File: src/rtl/afc.sv
// AFC controller: 7-bit successive-approximation search of the VCO cap band
// against an external counter, followed by an optional VCO amplitude trim.
module afc (
  input  logic        clk,
  input  logic        rstn,
  input  logic        afc_cg_auto,
  input  logic        afc_en,
  input  logic        trx,
  input  logic [15:0] divr,
  input  logic        rg_forceband_en,
  input  logic [6:0]  rg_vco_capband,
  input  logic [1:0]  rg_afc_vcostable_time,
  input  logic [6:0]  rg_afc_cnt_time,
  input  logic [13:0] a2d_afc_ncntr,
  input  logic        rg_aac_bypass,
  input  logic [1:0]  rg_aac_stable_time,
  input  logic [1:0]  rg_aac_cbandrange,
  input  logic [3:0]  rg_ini_ibsel_rx,
  input  logic [3:0]  rg_ini_ibsel_tx,
  input  logic        a2d_aac_pkd_state,
  output logic        afc_openloop_en,
  output logic [6:0]  afc_vco_capband,
  output logic        afc_cntr_rstn,
  output logic        afc_cntr_en,
  output logic        afc_cntr_datasyn,
  output logic [3:0]  afc_ibvco,
  output logic [13:0] afc_minerr,
  output logic        afc_finish
);

  typedef enum logic [3:0] {
    IDLE     = 4'd0,
    INIT     = 4'd1,
    VCO_WAIT = 4'd2,
    CNT_RST  = 4'd3,
    CNT      = 4'd4,
    SYNC     = 4'd5,
    CMP      = 4'd6,
    AAC      = 4'd7,
    DONE     = 4'd8
  } state_t;

  state_t      st_curr;
  state_t      st_next;
  logic [13:0] ndec_reg;

  logic        r_en_d;
  logic [6:0]  r_capband;
  logic [3:0]  r_ibvco;
  logic [13:0] r_minerr;
  logic        r_openloop;
  logic        r_cntr_rstn;
  logic        r_cntr_en;
  logic        r_datasyn;
  logic        r_finish;
  logic [6:0]  r_trial;
  logic [6:0]  r_result;
  logic [6:0]  r_best;
  logic [2:0]  r_bit;
  logic [6:0]  r_cnt;
  logic [3:0]  r_steps;

  logic        w_rise;
  logic        w_upd;
  logic [7:0]  w_np1;
  logic [21:0] w_mult;
  logic [13:0] w_ndec;
  logic [6:0]  w_vco_lim;
  logic [6:0]  w_aac_lim;
  logic [3:0]  w_aac_max;
  logic [13:0] w_err;
  logic        w_ge;
  logic        w_better;
  logic [6:0]  w_kept;
  logic [6:0]  w_next_trial;
  logic        w_act;

  logic [13:0] w_ndec_nx;
  logic [6:0]  w_capband_nx;
  logic [3:0]  w_ibvco_nx;
  logic [13:0] w_minerr_nx;
  logic [6:0]  w_trial_nx;
  logic [6:0]  w_result_nx;
  logic [6:0]  w_best_nx;
  logic [2:0]  w_bit_nx;
  logic [6:0]  w_cnt_nx;
  logic [3:0]  w_steps_nx;
  logic        w_openloop_nx;
  logic        w_cntr_rstn_nx;
  logic        w_cntr_en_nx;
  logic        w_datasyn_nx;
  logic        w_finish_nx;

  assign w_rise = afc_en & ~r_en_d;
  // Idle cycles without a start edge change nothing, so gating them is invisible.
  assign w_upd  = ~afc_cg_auto | (st_curr != IDLE) | w_rise;

  assign w_np1  = {1'b0, rg_afc_cnt_time} + 8'd1;
  assign w_mult = {6'd0, divr} * {14'd0, w_np1};
  assign w_ndec = 14'((w_mult + 22'd128) >> 8);

  assign w_ge         = (a2d_afc_ncntr >= ndec_reg);
  assign w_err        = w_ge ? (a2d_afc_ncntr - ndec_reg) : (ndec_reg - a2d_afc_ncntr);
  assign w_better     = (w_err < r_minerr);
  assign w_kept       = w_ge ? r_trial : (r_trial & ~(7'd1 << r_bit));
  assign w_next_trial = w_kept | (7'd1 << (r_bit - 3'd1));

  // Settle times are the index of the last wait cycle; AAC step limit per range code.
  always_comb begin
    case (rg_afc_vcostable_time)
      2'd0:    w_vco_lim = 7'd7;
      2'd1:    w_vco_lim = 7'd15;
      2'd2:    w_vco_lim = 7'd31;
      default: w_vco_lim = 7'd63;
    endcase
    case (rg_aac_stable_time)
      2'd0:    w_aac_lim = 7'd7;
      2'd1:    w_aac_lim = 7'd15;
      2'd2:    w_aac_lim = 7'd31;
      default: w_aac_lim = 7'd63;
    endcase
    case (rg_aac_cbandrange)
      2'd0:    w_aac_max = 4'd2;
      2'd1:    w_aac_max = 4'd4;
      2'd2:    w_aac_max = 4'd8;
      default: w_aac_max = 4'd15;
    endcase
  end

  // Next-state and next-register values; outputs are derived from the next state.
  always_comb begin
    st_next      = st_curr;
    w_ndec_nx    = ndec_reg;
    w_capband_nx = r_capband;
    w_ibvco_nx   = r_ibvco;
    w_minerr_nx  = r_minerr;
    w_trial_nx   = r_trial;
    w_result_nx  = r_result;
    w_best_nx    = r_best;
    w_bit_nx     = r_bit;
    w_cnt_nx     = r_cnt + 7'd1;
    w_steps_nx   = r_steps;
    case (st_curr)
      IDLE, DONE: begin
        w_cnt_nx = 7'd0;
        if (w_rise) st_next = INIT;
        else        st_next = st_curr;
      end
      INIT: begin
        w_ndec_nx   = w_ndec;
        w_minerr_nx = 14'h3FFF;
        w_ibvco_nx  = trx ? rg_ini_ibsel_tx : rg_ini_ibsel_rx;
        w_steps_nx  = 4'd0;
        w_cnt_nx    = 7'd0;
        if (rg_forceband_en) begin
          w_capband_nx = rg_vco_capband;
          st_next      = rg_aac_bypass ? DONE : AAC;
        end else begin
          w_result_nx  = 7'd0;
          w_bit_nx     = 3'd6;
          w_trial_nx   = 7'd64;
          w_best_nx    = 7'd64;
          w_capband_nx = 7'd64;
          st_next      = VCO_WAIT;
        end
      end
      VCO_WAIT: begin
        if (r_cnt == w_vco_lim) begin
          w_cnt_nx = 7'd0;
          st_next  = CNT_RST;
        end else begin
          st_next  = VCO_WAIT;
        end
      end
      CNT_RST: begin
        w_cnt_nx = 7'd0;
        st_next  = CNT;
      end
      CNT: begin
        if (r_cnt == rg_afc_cnt_time) begin
          w_cnt_nx = 7'd0;
          st_next  = SYNC;
        end else begin
          st_next  = CNT;
        end
      end
      SYNC: begin
        w_cnt_nx = 7'd0;
        st_next  = CMP;
      end
      CMP: begin
        w_cnt_nx    = 7'd0;
        w_result_nx = w_kept;
        if (w_better) begin
          w_minerr_nx = w_err;
          w_best_nx   = r_trial;
        end else begin
          w_minerr_nx = r_minerr;
          w_best_nx   = r_best;
        end
        if (r_bit != 3'd0) begin
          w_trial_nx   = w_next_trial;
          w_capband_nx = w_next_trial;
          w_bit_nx     = r_bit - 3'd1;
          st_next      = VCO_WAIT;
        end else begin
          w_capband_nx = w_better ? r_trial : r_best;
          st_next      = rg_aac_bypass ? DONE : AAC;
        end
      end
      AAC: begin
        if (r_cnt == w_aac_lim) begin
          w_cnt_nx = 7'd0;
          if (a2d_aac_pkd_state && (r_ibvco != 4'd0) && (r_steps < w_aac_max)) begin
            w_ibvco_nx = r_ibvco - 4'd1;
            w_steps_nx = r_steps + 4'd1;
            st_next    = AAC;
          end else begin
            st_next    = DONE;
          end
        end else begin
          st_next = AAC;
        end
      end
      default: begin
        w_cnt_nx = 7'd0;
        st_next  = IDLE;
      end
    endcase

    w_act          = (st_next inside {INIT, VCO_WAIT, CNT_RST, CNT, SYNC, CMP}) && !rg_forceband_en;
    w_openloop_nx  = w_act;
    w_cntr_rstn_nx = w_act && (st_next != CNT_RST);
    w_cntr_en_nx   = (st_next == CNT);
    w_datasyn_nx   = (st_next == SYNC);
    w_finish_nx    = (st_next == DONE);
  end

  // Start-edge detector; resets high so a level held through reset is not a start.
  always_ff @(posedge clk or posedge rstn) begin
    if (rstn) r_en_d <= 1'b1;
    else      r_en_d <= afc_en;
  end

  // State, datapath and registered outputs.
  always_ff @(posedge clk or posedge rstn) begin
    if (rstn) begin
      st_curr     <= IDLE;
      ndec_reg    <= 14'd0;
      r_capband   <= 7'd64;
      r_ibvco     <= 4'd0;
      r_minerr    <= 14'h3FFF;
      r_trial     <= 7'd64;
      r_result    <= 7'd0;
      r_best      <= 7'd64;
      r_bit       <= 3'd6;
      r_cnt       <= 7'd0;
      r_steps     <= 4'd0;
      r_openloop  <= 1'b0;
      r_cntr_rstn <= 1'b0;
      r_cntr_en   <= 1'b0;
      r_datasyn   <= 1'b0;
      r_finish    <= 1'b0;
    end else if (w_upd) begin
      st_curr     <= st_next;
      ndec_reg    <= w_ndec_nx;
      r_capband   <= w_capband_nx;
      r_ibvco     <= w_ibvco_nx;
      r_minerr    <= w_minerr_nx;
      r_trial     <= w_trial_nx;
      r_result    <= w_result_nx;
      r_best      <= w_best_nx;
      r_bit       <= w_bit_nx;
      r_cnt       <= w_cnt_nx;
      r_steps     <= w_steps_nx;
      r_openloop  <= w_openloop_nx;
      r_cntr_rstn <= w_cntr_rstn_nx;
      r_cntr_en   <= w_cntr_en_nx;
      r_datasyn   <= w_datasyn_nx;
      r_finish    <= w_finish_nx;
    end
  end

  assign afc_openloop_en  = r_openloop;
  assign afc_vco_capband  = r_capband;
  assign afc_cntr_rstn    = r_cntr_rstn;
  assign afc_cntr_en      = r_cntr_en;
  assign afc_cntr_datasyn = r_datasyn;
  assign afc_ibvco        = r_ibvco;
  assign afc_minerr       = r_minerr;
  assign afc_finish       = r_finish;

endmodule

File: config.mk
export PLATFORM = sky130hd
export DESIGN_NAME = afc
export DESIGN_NICKNAME = d
export VERILOG_FILES = /design/src/rtl/afc.sv
export SDC_FILE = /design/constraint.sdc
export NUM_CORES = 1
export LEC_CHECK = 0
export CAP_MARGIN = 20
export CORE_MARGIN = 2
export CORE_UTILIZATION = 60
export DETAILED_ROUTE_END_ITERATION = 10
export PLACE_DENSITY_LB_ADDON = 0.08
export SYNTH_ARGS = -nofsm -noshare
export SYNTH_HDL_FRONTEND = slang
export SYNTH_SLANG_ARGS = --single-unit
File: constraint.sdc
create_clock -name clk -period 5.2 [get_ports clk]
set_input_delay 0.78 -clock clk [delete_from_list [all_inputs] [get_ports clk]]
set_output_delay 0.78 -clock clk [all_outputs]
set_load 0.01 [all_outputs]
==> results by group <==
Synth
  • Leading register cell type out of synthesis: dfrtp_1
  • Post-Synth Adder-Cell Area: 0.301
  • Yosys top cell area share: 0.172
  • Mux cell area share after synthesis: 0.0202
  • Simple-Gate Fraction of Synth Area: 0.187
  • Post-Synth XOR/XNOR Area: 0.0412
  • Main area contributors after synthesis: fa_1, dfrtp_1, ha_1, inv_1, dfstp_2
  • Ys async rst share: 1.00
  • Largest family of logic cells by synthesized area: adder cells
  • Seq/Total Area, Yosys: 0.199
  • Syn_nets: 1383
  • Cell Area, Synth: 9790 sq um
  • Synth Warn #: 0
  • Synth Area in Compound Gates: 0.164
  • Post-synth EDFFs: 0
  • Area leader, netlist: fa_1
  • Syn avg cell area: 8.65 sq um
  • Syn Inst Count: 1132
  • Yosys cell types: 80
  • Post-synthesis register bit count: 77

Layout
  • Storage element area: 1950 sq um
  • Area delta synth->final: 32.3%
  • Nets@finish: 1615
  • Post-layout util: 0.815
  • Area of the multi-input gates: 7490 sq um
  • Commonest non-fill, non-tap cells in the layout: inv_1, buf_4, nand2_1
  • Fillers: 1051
  • Filler-free cell count of the finished design: 1585
  • Diodes inserted: 0
  • Most common cell after layout, fill and taps aside: inv_1
  • Fraction of layout cells with a size suffix above 1: 0.217

Job
  • Max cap viols: 0

Floorplanning
  • Die width: 132 microns
  • Starting Density: 0.616
  • Full die area: 17300 sq um
  • Num rows: 46
  • Die Span Y: 132 microns
  • Io pins: 96
  • Core Region: 15900 sq um

Worst hold path
  • Hold endpoint: afc_finish
  • Hold path start: afc_finish
  • Hold Path Class: flip-flop to flip-flop
  • Hold Path Stages: 1

Place
  • Final GP Congestion: 0.906
  • Detailed placement HPWL: 19.8 mm
  • Dpl cells: 1554
  • Port buffer count: 95
  • Pre-CTS WS: -991 ps

STA
  • Max Clk Rate: 191 MHz
  • Final Max Slew Viols: 0
  • Sum Neg Setup Slack: -38.1 ps
  • Fin worst setup slack: -29.2 ps
  • Rel. slew slack: 0.506
  • Final Hold Vio Count: 0
  • Slew @ Worst Pin: 739 ps
  • Period Utilization, post-route: 1.01
  • Final setup vio count: 2
  • Clk_skew: 13.0 ps
  • Unrepaired setup endpoints after global routing: yes
  • Min cycle time layout: 5230 ps

Worst setup path
  • RR Endpoint: afc_minerr[7]
  • CP max stage cell: fa_1
  • CP Cell Sequence: buf_8, buf_6, and3_4, nand3_4, xor2_4, nand2b_4, fa_1, fa_1, inv_2, fa_1, inv_2, fa_1, inv_2, ha_4, and4b_1, a221oi_2, o221a_2, o21a_1, o211ai_1, nand2_1, xnor2_1, mux2_4
  • R2R Setup Slk: 590 ps
  • Crit start category: input port
  • Critical Path Sink Type: flip-flop
  • Worst Path Arrival: 5460 ps
  • Critical path peak fanout: 4
  • R2r startpoint: ndec_reg[0]
  • Req. time, crit path: 5430 ps
  • Reg2Reg Depth: 21
  • Max stage delay on crit path: 520 ps
  • CP startpoint: rg_afc_cnt_time[1]
  • Crit path top cell by count: fa_1
  • WS Path Type: input port to flip-flop

Clocking
  • TritonCTS buffer count: 9
  • CTS max path bufs: 2
  • Clk slew on worst S/H paths: 70 ps
  • CTS tree: yes
  • Clock root buffer: clkbuf_16
  • H-tree levels: 3
  • CTS sink count: 77
  • Worst skew pair latency: 350 ps

Outcome
  • Failing checks: setup timing
  • Status: finished, violations left

Pwr
  • VDD IR max: 0.000280 V
  • PD cells: 545 nW/um^2
  • Pleak: 6.44 nW

Drt
  • Via Count: 8911
  • Post-route DRC: 0
  • Starting DRC count in detailed routing: 643
  • Routed length per placed instance: 16.3 microns
  • Post-route ant nets: 0
  • Via density: 5.62
  • Routed wire length: 25.8 mm
  • 1st-pass router iterations: 5

Global route
  • Initial antenna violation count: 0
  • Number of global-route vias before repair: 9091
  • Total track usage: 0.300
  • Largest net degree at the start of global routing: 42
  • First-pass GRT wire length: 42.7 mm
  • GRT overflow: 0
[cell families (layout without fill, tap and decap cells)]
kind of cell,Yosys count,count (layout)
AND/OR/NAND/NOR,356,356
AO/OA/AOI/OAI,234,234
buffers and inverters,215,452
adder cells (fa/ha/maj),185,185
flip-flops,77,77
XOR/XNOR,46,46
multiplexers,19,19
[worst max path at each step]
stage / end / slack [ps] / cells after the start
floorplan: ndec_reg[11] / -300 / 22
global placement: ndec_reg[12] / -870 / 21
detailed placement: ndec_reg[12] / -990 / 21
CTS: ndec_reg[12] / -20 / 22
global route: ndec_reg[13] / -230 / 22
finish: ndec_reg[12] / -30 / 22
[cells in the mapped netlist, types with 21 or more instances]
master,n
clkbuf_1,24
nor2_1,57
inv_1,174
a21o_1,29
dfrtp_1,57
o21ai_0,47
nor2b_1,39
nor3_1,25
ha_1,101
xor2_1,21
xnor2_1,25
and2_1,66
nand2_1,99
a21oi_1,44
fa_1,84
[routing by layer]
layer,wire (microns),global-route usage
met1,11300,0.388
met2,12700,0.516
met3,1200,0.0448
met4,666,0.107
met5,0,0
[where the power goes]
group	switching [W]	internal, W
logic	0.00268	0.00266
clock network	0.000272	0.000376
registers	0.000197	0.000858
total	0.00315	0.00390
[critical path: cells and delay by family]
| family | cells | cell delay, ps |
|---|---|---|
| AO/OA/AOI/OAI | 4 | 810 |
| adder cells (fa/ha/maj) | 5 | 2190 |
| buffers and inverters | 5 | 340 |
| XOR/XNOR | 2 | 350 |
| AND/OR/NAND/NOR | 5 | 720 |
| multiplexers | 1 | 250 |
[layout make-up]
class / instances / area share
Clock buffer: 10 / 0.0177
Clock inverter: 6 / 0.00551
Inverter: 174 / 0.0506
Multi-Input combinational cell: 840 / 0.579
Sequential cell: 77 / 0.151
Tap cell: 216 / 0.0209
Timing Repair Buffer: 262 / 0.176
[stage by stage]
stage	hold slack [ps]	total power, W	area (sq um)
after floorplan	440	0.00399	9910
after global placement	460	0.00558	12100
after detailed placement	467	0.00576	12100
after CTS	480	0.00663	12700
after global routing	521	0.00767	12900
final	482	0.00705	12900
[what timing repair did]
action	4_1_cts	5_1_grt
endpoints found under the setup margin	20	39
pin swaps	39	37
hold buffers	0	0
gates cloned	1	0
buffers inserted	9	6
resized for setup	68	59
(Power assumes the default switching activity.)
